<file path="config.mk">
export PLATFORM = sky130hd
export DESIGN_NAME = result_mem_reader
export DESIGN_NICKNAME = d
export VERILOG_FILES = /design/src/rtl/result_link_pkg.sv /design/src/rtl/start_edge_det.sv /design/src/rtl/result_mem_reader.sv
export SDC_FILE = /design/constraint.sdc
export NUM_CORES = 1
export LEC_CHECK = 0
export CAP_MARGIN = 0
export CORE_MARGIN = 1
export CORE_UTILIZATION = 47
export DETAILED_ROUTE_END_ITERATION = 8
export GPL_ROUTABILITY_DRIVEN = 1
export PLACE_DENSITY_LB_ADDON = 0.12
export SYNTH_ARGS = -nofsm -noshare
export SYNTH_HDL_FRONTEND = slang
export SYNTH_SLANG_ARGS = --single-unit
</file>
<file path="constraint.sdc">
create_clock -name clk -period 1.9 [get_ports clk]
set_input_delay 0.38 -clock clk [delete_from_list [all_inputs] [get_ports clk]]
set_output_delay 0.38 -clock clk [all_outputs]
set_load 0.005 [all_outputs]
</file>
<file path="src/rtl/result_link_pkg.sv">
`default_nettype none
// ============================================================================
//  Module  : result_link_pkg
//  Purpose : Shared definitions for the result-memory framed byte link.
//  Rev     : 1.0  initial release
// ============================================================================
package result_link_pkg;

  typedef logic [2:0] state_t;

  localparam state_t ST_IDLE    = 3'd0;
  localparam state_t ST_HDR     = 3'd1;
  localparam state_t ST_LEN     = 3'd2;
  localparam state_t ST_RD_REQ  = 3'd3;
  localparam state_t ST_RD_WAIT = 3'd4;
  localparam state_t ST_DATA    = 3'd5;
  localparam state_t ST_CSUM    = 3'd6;

  // Frame start marker, also used by the host-side parser.
  localparam logic [7:0] C_HEADER_BYTE = 8'hA5;

  localparam int C_MEM_RD_LATENCY = 1;

endpackage
`default_nettype wire

</file>
<file path="src/rtl/start_edge_det.sv">
`default_nettype none
// ============================================================================
//  Module  : start_edge_det
//  Purpose : Registered rising-edge detector for level control inputs.
//  Rev     : 1.0  initial release
// ============================================================================
module start_edge_det (
  input  logic clk,
  input  logic reset_n,
  input  logic level_i,
  output logic pulse_o
);

  logic level_q;
  logic pulse_q;

  always_ff @(posedge clk or negedge reset_n) begin
    if (!reset_n) begin
      level_q <= 1'b0;
      pulse_q <= 1'b0;
    end else begin
      level_q <= level_i;
      pulse_q <= level_i & ~level_q;
    end
  end

  assign pulse_o = pulse_q;

endmodule
`default_nettype wire

</file>
<file path="src/rtl/result_mem_reader.sv">
`default_nettype none
// ============================================================================
//  Module  : result_mem_reader
//  Purpose : Reads pass counters from result memory and streams them as a
//            framed byte sequence (header, length, data, checksum).
//  Rev     : 1.0  initial release
// ============================================================================
module result_mem_reader
  import result_link_pkg::*;
#(
  parameter int         ADDR_WIDTH  = 13,
  parameter int         DATA_WIDTH  = 8,
  parameter int         BASE_ADDR   = 1,
  parameter int         NUM_ENTRIES = 8,
  parameter logic [7:0] HEADER_BYTE = C_HEADER_BYTE
) (
  input  logic                  clk,
  input  logic                  reset_n,
  input  logic                  start,
  output logic                  mem_re,
  output logic [ADDR_WIDTH-1:0] mem_raddr,
  input  logic [DATA_WIDTH-1:0] mem_dout,
  output logic [7:0]            tx_data,
  output logic                  tx_valid,
  input  logic                  tx_ready,
  output logic                  busy,
  output logic                  frame_done
);

  localparam logic [7:0] LEN_BYTE = 8'(NUM_ENTRIES);
  localparam logic [7:0] LAST_IDX = 8'(NUM_ENTRIES - 1);

  state_t                  state_q, state_d;
  logic                    busy_q, busy_d;
  logic [7:0]              checksum_q, checksum_d;
  logic [7:0]              index_q, index_d;
  logic [7:0]              data_q, data_d;
  logic                    start_pulse;
  logic [ADDR_WIDTH-1:0]   rd_addr;

  start_edge_det u_start_edge_det (
    .clk     (clk),
    .reset_n (reset_n),
    .level_i (start),
    .pulse_o (start_pulse)
  );

  // Address arithmetic wraps naturally at the ADDR_WIDTH boundary.
  assign rd_addr = ADDR_WIDTH'(BASE_ADDR) + ADDR_WIDTH'(index_q);

  always_comb begin
    state_d    = state_q;
    busy_d     = busy_q;
    checksum_d = checksum_q;
    index_d    = index_q;
    data_d     = data_q;
    case (state_q)
      ST_IDLE: begin
        if (start_pulse) begin
          state_d    = ST_HDR;
          busy_d     = 1'b1;
          checksum_d = 8'h00;
          index_d    = 8'h00;
        end
      end
      ST_HDR: begin
        if (tx_ready) state_d = ST_LEN;
      end
      ST_LEN: begin
        if (tx_ready) begin
          checksum_d = LEN_BYTE;
          state_d    = ST_RD_REQ;
        end
      end
      ST_RD_REQ: begin
        state_d = ST_RD_WAIT;
      end
      ST_RD_WAIT: begin
        data_d  = mem_dout[7:0];
        state_d = ST_DATA;
      end
      ST_DATA: begin
        if (tx_ready) begin
          checksum_d = checksum_q + data_q;
          if (index_q == LAST_IDX) begin
            state_d = ST_CSUM;
          end else begin
            index_d = index_q + 8'd1;
            state_d = ST_RD_REQ;
          end
        end
      end
      ST_CSUM: begin
        if (tx_ready) begin
          busy_d  = 1'b0;
          state_d = ST_IDLE;
        end
      end
      default: begin
        state_d = ST_IDLE;
        busy_d  = 1'b0;
      end
    endcase
  end

  always_ff @(posedge clk or negedge reset_n) begin
    if (!reset_n) begin
      state_q    <= ST_IDLE;
      busy_q     <= 1'b0;
      checksum_q <= 8'h00;
      index_q    <= 8'h00;
      data_q     <= 8'h00;
    end else begin
      state_q    <= state_d;
      busy_q     <= busy_d;
      checksum_q <= checksum_d;
      index_q    <= index_d;
      data_q     <= data_d;
    end
  end

  // Outputs decode straight from state so an async reset clears them at once.
  always_comb begin
    tx_valid = 1'b0;
    tx_data  = 8'h00;
    case (state_q)
      ST_HDR:  begin tx_valid = 1'b1; tx_data = HEADER_BYTE; end
      ST_LEN:  begin tx_valid = 1'b1; tx_data = LEN_BYTE;    end
      ST_DATA: begin tx_valid = 1'b1; tx_data = data_q;      end
      ST_CSUM: begin tx_valid = 1'b1; tx_data = checksum_q;  end
      default: begin tx_valid = 1'b0; tx_data = 8'h00;       end
    endcase
  end

  assign mem_re     = (state_q == ST_RD_REQ);
  assign mem_raddr  = mem_re ? rd_addr : '0;
  assign frame_done = (state_q == ST_CSUM) && tx_ready;
  assign busy       = busy_q;

endmodule
`default_nettype wire

</file>
==> results of run 1 <==
[logic make-up after synthesis]
logic type	share of synthesized area (%)
mux	5.70
flops	38.0
compound gates	19.9
xor+xnor	3.99
simple gates	20.3
fa+ha+maj	6.08
other cells	0.190
buf+inv	5.82
[area by class of cell]
class,instances,area (um^2),share of cell area [%]
Sequential cell,30,753,24.1
Tap cell,50,62.6,2.00
Multi-Input combinational cell,169,1350,43.1
Inverter,6,22.5,0.720
Clock inverter,1,5.00,0.160
Clock buffer,7,86.3,2.76
Timing Repair Buffer,107,851,27.2
[timing repair]
item	4_1_cts	5_1_grt
gates cloned	1	0
pin swaps	6	24
gates resized for setup	59	64
setup buffers	6	16
endpoints found under the setup margin	24	32
[cell usage after synthesis, drive strengths merged, types with 3 or more instances]
library cell / instances / area (um^2)
nor2: 17 / 63.8
nand2: 25 / 93.8
and3: 3 / 20.0
nand3: 10 / 50.1
o21ai: 20 / 100
a21oi: 6 / 30.0
dfrtp: 30 / 751
o31ai: 6 / 58.8
nand2b: 6 / 37.5
buf: 6 / 42.5
a22oi: 4 / 30.0
xnor2: 5 / 43.8
xor2: 4 / 35.0
a211oi: 3 / 22.5
a21o: 5 / 37.5
inv: 6 / 22.5
mux2: 10 / 113
ha: 8 / 100
nor3: 4 / 25.0
clkbuf: 8 / 50.1
[routing by layer]
| metal | routed length [um] | up-vias | global-route usage, % |
|---|---|---|---|
| met1 | 2590 | 967 | 35.5 |
| li1 | - | 974 | - |
| met5 | 0 | - | 0 |
| met3 | 248 | 11 | 7.36 |
| met4 | 125 | 0 | 8.78 |
| met2 | 2870 | 64 | 44.4 |
[state kept, by name (all words and copies together) (netlist names)]
register                  flops
checksum_q                    8
data_q                        8
index_q                       8
state_q                       3
busy                          1
u_start_edge_det.level_q      1
u_start_edge_det.pulse_o      1
[power groups by stage]
stage / clock [mW] / combinational [mW] / sequential, mW
global route: 0.586 / 2.97 / 1.07
global placement: 0 / 2.16 / 1.01
detailed placement: 0 / 2.18 / 1.02
floorplan: 0 / 1.21 / 1.00
CTS: 0.551 / 2.34 / 1.03
finish: 0.538 / 2.71 / 1.05
[path summary, 6_finish.rpt]
check | endpoint | slack [ns] | depth (start not counted)
setup / recovery | tx_valid | -0.1 | 4
hold / removal | u_start_edge_det.pulse_o | 0.39 | 1
setup reg to reg | index_q[7] | -0.04 | 6
hold reg to reg | u_start_edge_det.pulse_o | 0.39 | 1
max in group asynchronous | index_q[5] | 1.09 | 2
min in group asynchronous | u_start_edge_det.pulse_o | 0.49 | 2
[critical path, delay by kind of cell (launching register included)]
kind          cells  cell delay [ns]
buf+inv           2             0.66
simple gates      2             0.22
flops             1             0.45
[per-stage QoR]
| stage | TNS, ns | hold WS [ns] | area [um^2] |
|---|---|---|---|
| after global routing | -1.32 | 0.419 | 3130 |
| after CTS | -1.58 | 0.396 | 2910 |
| final | -0.301 | 0.393 | 3130 |
| after floorplan | 0 | 0.0844 | 1990 |
| after detailed placement | -1.09 | 0.387 | 2690 |
| after global placement | -0.515 | 0.387 | 2690 |
==> flow_summary.rst, run 1 <==
.. list-table::
   :header-rows: 1

   * - Metric
     - Value
   * - Result of the run
     - finished, violations left
   * - Max cap viols
     - 0
   * - Synthesized instance count
     - 215
   * - Commonest cells after routing, fill and taps aside
     - 67 x sky130_fd_sc_hd__buf_4, 28 x sky130_fd_sc_hd__dfrtp_1, 22 x sky130_fd_sc_hd__nand2_1, 14 x sky130_fd_sc_hd__nor2_1, 13 x sky130_fd_sc_hd__clkdlybuf4s50_1
   * - Area of the core
     - 0.00403 mm^2
   * - Slowest Stage Delay on Critical Path
     - 0.49 ns
   * - Violated checks
     - negative setup slack
   * - Switching power
     - 1.67 mW
   * - Iter 0 DRT Violations
     - 87
   * - Power share of the clock group
     - 12.5%
   * - Critical path arrival
     - 1.62 ns
   * - Layout cell share with drive strength beyond 1
     - 49.1%
   * - Worst setup path startpoint
     - state_q[0]
   * - Cell chain of the critical path
     - buf_4, nand2b_4, nand2b_1, clkdlybuf4s50_1
   * - Vias/cell
     - 5.45
   * - Fraction of the yosys area taken by sequential cells
     - 38.0%
   * - Switching portion of total power
     - 38.9%
   * - Total power after layout
     - 4.30 mW
   * - TritonCTS clock tree
     - yes
   * - ANT cells
     - 0
   * - Async S/R FF share, synth
     - 100%
   * - Setup-failing EPs final
     - 7
   * - Y dimension of the die
     - 66.9 um
   * - Slew Viols, Final
     - 0
   * - Crit share post-route
     - 105%
   * - H-tree levels
     - 2
   * - Via count of the first global-routing pass
     - 1882
   * - Hold buffer count at CTS
     - 0
   * - Post-route setup slack
     - -0.0956 ns
   * - Number of DRC violations after detailed routing
     - 0
   * - Fill count
     - 300
   * - Flop and latch count out of synthesis
     - 30
   * - Global-route congestion overflow total
     - 0
   * - Number of nets in the final layout
     - 340
   * - Nature of the critical path startpoint
     - flop
   * - Effective utilization at floorplan
     - 49.1%
   * - Port Buf Inserts
     - 32
   * - Total vias in the final route
     - 2016
   * - Die ar.
     - 0.00447 mm^2
   * - Post-synth design cell area
     - 0.00198 mm^2
   * - Largest fanout on the critical path
     - 6
   * - Mean cell area of the mapped netlist
     - 9.19 um^2
   * - Total internal power
     - 2.63 mW
   * - Final critical path time including I/O delays and setup
     - 2.00 ns
   * - Largest clock skew in the final design
     - 0.00801 ns
   * - Clock Latency Late Sink
     - 0.28 ns
   * - RSZ-0062 raised after global routing
     - yes
   * - Post-Place Cells
     - 341
   * - Number of buffers inserted during clock tree synthesis
     - 5
   * - Leading cell type in the layout, fill and taps excluded
     - sky130_fd_sc_hd__buf_4
   * - Pre-CTS setup slack
     - -0.143 ns
   * - Worst Hold Launch
     - u_start_edge_det.level_q
   * - Data required time of the worst path
     - 1.52 ns
   * - Endpoint class of the critical path
     - output pin
   * - PD cells
     - 1370 mW/mm^2
   * - Largest net degree at the start of global routing
     - 31
   * - Global-route wire length before repair
     - 8980 um
   * - Leak
     - 1.52 nW
   * - Register clock-pin slew on the reported worst setup and hold paths
     - 0.07 ns
   * - Post-DR wirelength/cell
     - 15.8 um
   * - Cell with the largest stage delay on the worst path
     - sky130_fd_sc_hd__clkdlybuf4s50_1
   * - Root Buffer Master
     - sky130_fd_sc_hd__clkbuf_8
   * - Initial antenna violation count
     - 0
   * - Number of warnings printed during yosys synthesis
     - 0
   * - Number of nets with antenna violations after routing
     - 0
   * - Clock sink count
     - 30
   * - Final Wtd Congestion
     - 0.872
   * - Most used flip-flop cell after synthesis
     - sky130_fd_sc_hd__dfrtp_1
   * - Die X
     - 66.9 um
   * - Type of the most critical hold path
     - flop to flop
   * - Final Non-Filler Cells
     - 370
   * - Number of flops mapped to enable cells by yosys
     - 0
   * - Final Hold Fails
     - 0
   * - Synthesis-to-finish area growth
     - 58.2%
   * - Combinational share of power
     - 63.0%
   * - Worst r2r src
     - index_q[3]
   * - Sequential power share
     - 24.5%
   * - Count of unique library cells instantiated by Yosys
     - 50
   * - Worst Path Class, Setup
     - flop to output pin
   * - IR drop worst, VDD
     - 942 uV
   * - Drt first pass iters
     - 5
   * - Final core utilization
     - 77.6%
   * - Highest clock rate
     - 501 MHz
   * - Number of top-level pins
     - 37
   * - Routed WL
     - 5830 um
   * - Max Root-Sink Buffers
     - 2
   * - Placed wire-length estimate
     - 3630 um
   * - Num rows
     - 23
   * - Overall Global Routing Usage
     - 27.6%
No activity file was read; power rests on OpenSTA's default activity.
==> run 2: changes to the inputs <==
- SYNTH_HIERARCHICAL: unset -> 1
==> flow_summary.rst, run 2 <==
.. list-table::
   :header-rows: 1

   * - Metric
     - Value
   * - Result of the run
     - finished, violations left
   * - Violated checks
     - negative setup slack
   * - Post-DR wirelength/cell
     - 15.9 um
   * - Number of warnings printed during yosys synthesis
     - 6
   * - CP most frequent cell
     - sky130_fd_sc_hd__and3_4
   * - XOR/XNOR share of the synthesized area
     - 3.96%
   * - Placed wire-length estimate
     - 3290 um
   * - Layout cell share with drive strength beyond 1
     - 38.8%
   * - Max Root-Sink Buffers
     - 2
   * - Number of nets with antenna violations after routing
     - 0
   * - ANT cells
     - 0
   * - Hold buffer count at CTS
     - 0
   * - Via count of the first global-routing pass
     - 1702
   * - Number of nets in the final layout
     - 312
   * - Non-Filler Cell Area, Final
     - 0.00286 mm^2
   * - Final Wtd Congestion
     - 0.889
   * - Synthesis-to-finish area growth
     - 43.7%
   * - Leading cell type in the layout, fill and taps excluded
     - sky130_fd_sc_hd__buf_4
   * - Root Buffer Master
     - sky130_fd_sc_hd__clkbuf_8
   * - Die X
     - 67.1 um
   * - Sequential power share
     - 29.4%
   * - Leak
     - 1.31 nW
   * - Iter 0 DRT Violations
     - 149
   * - Area share of the largest cell type after synthesis
     - 37.7%
   * - Combinational share of power
     - 57.2%
   * - Synth Area in Compound Gates
     - 22.3%
   * - Cell chain of the critical path
     - ha_2, and3_4, and3_4, xnor2_1, nor2_1, buf_2
   * - Mux share of post-synthesis cell area
     - 5.03%
   * - Setup-failing EPs final
     - 4
   * - Mean cell area of the mapped netlist
     - 9.57 um^2
   * - Slowest Stage Delay on Critical Path
     - 0.40 ns
   * - Switching portion of total power
     - 38.8%
   * - Area of the core
     - 0.00403 mm^2
   * - Most used flip-flop cell after synthesis
     - sky130_fd_sc_hd__dfrtp_1
   * - Total vias in the final route
     - 1905
   * - GR Layer Usage met2
     - 36.8%
   * - Number of buffers inserted during clock tree synthesis
     - 5
   * - Data required time of the worst path
     - 1.52 ns
   * - Largest net degree at the start of global routing
     - 31
   * - Post-Place Cells
     - 318
   * - Final Non-Filler Cells
     - 341
   * - Endpoint class of the critical path
     - output pin
   * - Clock Latency Late Sink
     - 0.29 ns
   * - Port Buf Inserts
     - 32
   * - Clock sink count
     - 30
   * - Fill count
     - 324
   * - Post-route setup slack
     - -0.0843 ns
   * - Largest fanout on the critical path
     - 3
   * - Final Hold Fails
     - 0
   * - Busiest layer in global routing
     - met2
   * - Most instantiated library cell after synthesis
     - sky130_fd_sc_hd__dfrtp_1
   * - Slew Viols, Final
     - 0
   * - Total internal power
     - 2.20 mW
   * - Effective utilization at floorplan
     - 49.4%
   * - Cell types occupying the most area after synthesis
     - sky130_fd_sc_hd__dfrtp_1 38%, sky130_fd_sc_hd__ha_1 5.0%, sky130_fd_sc_hd__o21ai_0 4.8%
   * - Commonest cells after routing, fill and taps aside
     - 42 x sky130_fd_sc_hd__buf_4, 28 x sky130_fd_sc_hd__dfrtp_1, 18 x sky130_fd_sc_hd__nand2_1, 15 x sky130_fd_sc_hd__nor2_1, 15 x sky130_fd_sc_hd__o21ai_0
   * - Top cell type by total area after synthesis
     - sky130_fd_sc_hd__dfrtp_1
   * - Register clock-pin slew on the reported worst setup and hold paths
     - 0.06 ns
   * - Flop and latch count out of synthesis
     - 30
   * - Max cap viols
     - 0
   * - Cell with the largest stage delay on the worst path
     - sky130_fd_sc_hd__dfrtp_1
   * - Power share of the clock group
     - 13.5%
   * - Switching power
     - 1.40 mW
   * - Worst Path Class, Setup
     - flop to output pin
   * - Fraction of the mapped netlist area in adder cells
     - 6.03%
   * - Num rows
     - 23
   * - Crit share post-route
     - 104%
   * - GR Util met3
     - 4.11%
   * - Sum Neg Setup Slack
     - -0.235 ns
   * - Count of unique library cells instantiated by Yosys
     - 50
   * - Post-synth design cell area
     - 0.00199 mm^2
   * - Type of the most critical hold path
     - flop to flop
   * - Reg area
     - 753 um^2
   * - Global-route wire length before repair
     - 7810 um
   * - GR Util met1
     - 33.0%
   * - Top cells by count, synth
     - 30 x sky130_fd_sc_hd__dfrtp_1, 19 x sky130_fd_sc_hd__nand2_1, 19 x sky130_fd_sc_hd__o21ai_0, 15 x sky130_fd_sc_hd__nor2_1
   * - Registers with the most flip-flops
     - checksum_q x8, data_q x8, index_q x8
   * - IR drop worst, VDD
     - 773 uV
   * - Pre-CTS setup slack
     - -0.166 ns
   * - Dominant combinational cell family by area after synthesis
     - compound AO/OA/AOI/OAI gates
   * - Async S/R FF share, synth
     - 100%
   * - Critical path arrival
     - 1.60 ns
   * - Instance area at placement
     - 0.00258 mm^2
   * - Final critical path time including I/O delays and setup
     - 1.98 ns
   * - Synthesized instance count
     - 208
   * - Highest clock rate
     - 504 MHz
   * - Fraction of the yosys area taken by sequential cells
     - 37.7%
   * - FF-to-FF path depth
     - 6
   * - Y dimension of the die
     - 67.1 um
   * - Routed WL
     - 5430 um
   * - Number of DRC violations after detailed routing
     - 0
   * - PD cells
     - 1260 mW/mm^2
   * - H-tree levels
     - 2
   * - Die ar.
     - 0.00450 mm^2
   * - TritonCTS clock tree
     - yes
   * - Overall Global Routing Usage
     - 24.2%
   * - Vias/cell
     - 5.59
   * - Number of top-level pins
     - 37
   * - Number of flops mapped to enable cells by yosys
     - 0
   * - Global-route congestion overflow total
     - 0
   * - Area fraction in and, or, nand and nor cells after synthesis
     - 19.5%
   * - RSZ-0062 raised after global routing
     - yes
   * - Drt first pass iters
     - 4
   * - Final core utilization
     - 71.0%
   * - Largest clock skew in the final design
     - 0.00766 ns
   * - Initial antenna violation count
     - 0
   * - Nature of the critical path startpoint
     - flop
   * - Hold path depth
     - 1
   * - Area occupied by multi-input gates
     - 0.00125 mm^2
run 2: logic make-up after synthesis:
group | after synthesis
compound gates | 63
other cells | 1
xor+xnor | 9
flops | 30
fa+ha+maj | 9
mux | 9
simple gates | 70
buf+inv | 17
run 2: metal layers:
metal | share of wire, % | vias up | wire (um)
li1 | - | 913 | -
met1 | 46 | 914 | 2480
met2 | 47 | 64 | 2530
met3 | 5.0 | 14 | 269
met4 | 2.7 | 0 | 148
met5 | 0 | - | 0
run 2: cell type report:
cell class | instances | share of cell area (%)
well taps | 50 | 2.19
inverters | 4 | 0.525
flip-flops and latches | 30 | 26.3
clock buffers | 7 | 2.67
multi-input cells | 164 | 43.6
repair buffers | 86 | 24.7
run 2: power groups by stage:
stage / combinational (mW) / sequential [mW] / clock [mW]
finish: 2.06 / 1.06 / 0.485
global route: 2.25 / 1.09 / 0.520
CTS: 1.87 / 1.04 / 0.499
detailed placement: 1.78 / 1.05 / 0
global placement: 1.76 / 1.04 / 0
floorplan: 1.16 / 0.999 / 0
run 2: worst max-delay path: cells and delay by family (launching register included):
family,cells,cell delay [ns]
adder cells (fa/ha/maj),1,0.20
buffers and inverters,1,0.15
XOR/XNOR,1,0.12
flip-flops,1,0.40
AND/OR/NAND/NOR,3,0.44
run 2: repair_timing:
item | 4_1_cts | 5_1_grt
cloned | 0 | 0
endpoints found under the setup margin | 21 | 18
setup buffers | 8 | 8
pin swaps | 10 | 13
gates resized for setup | 75 | 28
run 2: per-stage QoR:
stage / hold WS, ns / total power [mW]
final: 0.456 / 3.60
after global routing: 0.462 / 3.86
after CTS: 0.460 / 3.41
after detailed placement: 0.450 / 2.82
after global placement: 0.444 / 2.80
after floorplan: 0.0844 / 2.15
run 2: final timing paths:
path	slack, ns	start	end
worst min register to register	0.46	u_start_edge_det/level_q	u_start_edge_det/pulse_o
min in group asynchronous	0.48	reset_n	data_q[1]
worst max register to register	0.04	data_q[3]	checksum_q[7]
worst max-delay path	-0.08	index_q[0]	mem_raddr[6]
worst min-delay path	0.46	u_start_edge_det/level_q	u_start_edge_det/pulse_o
max in group asynchronous	1.10	reset_n	state_q[0]
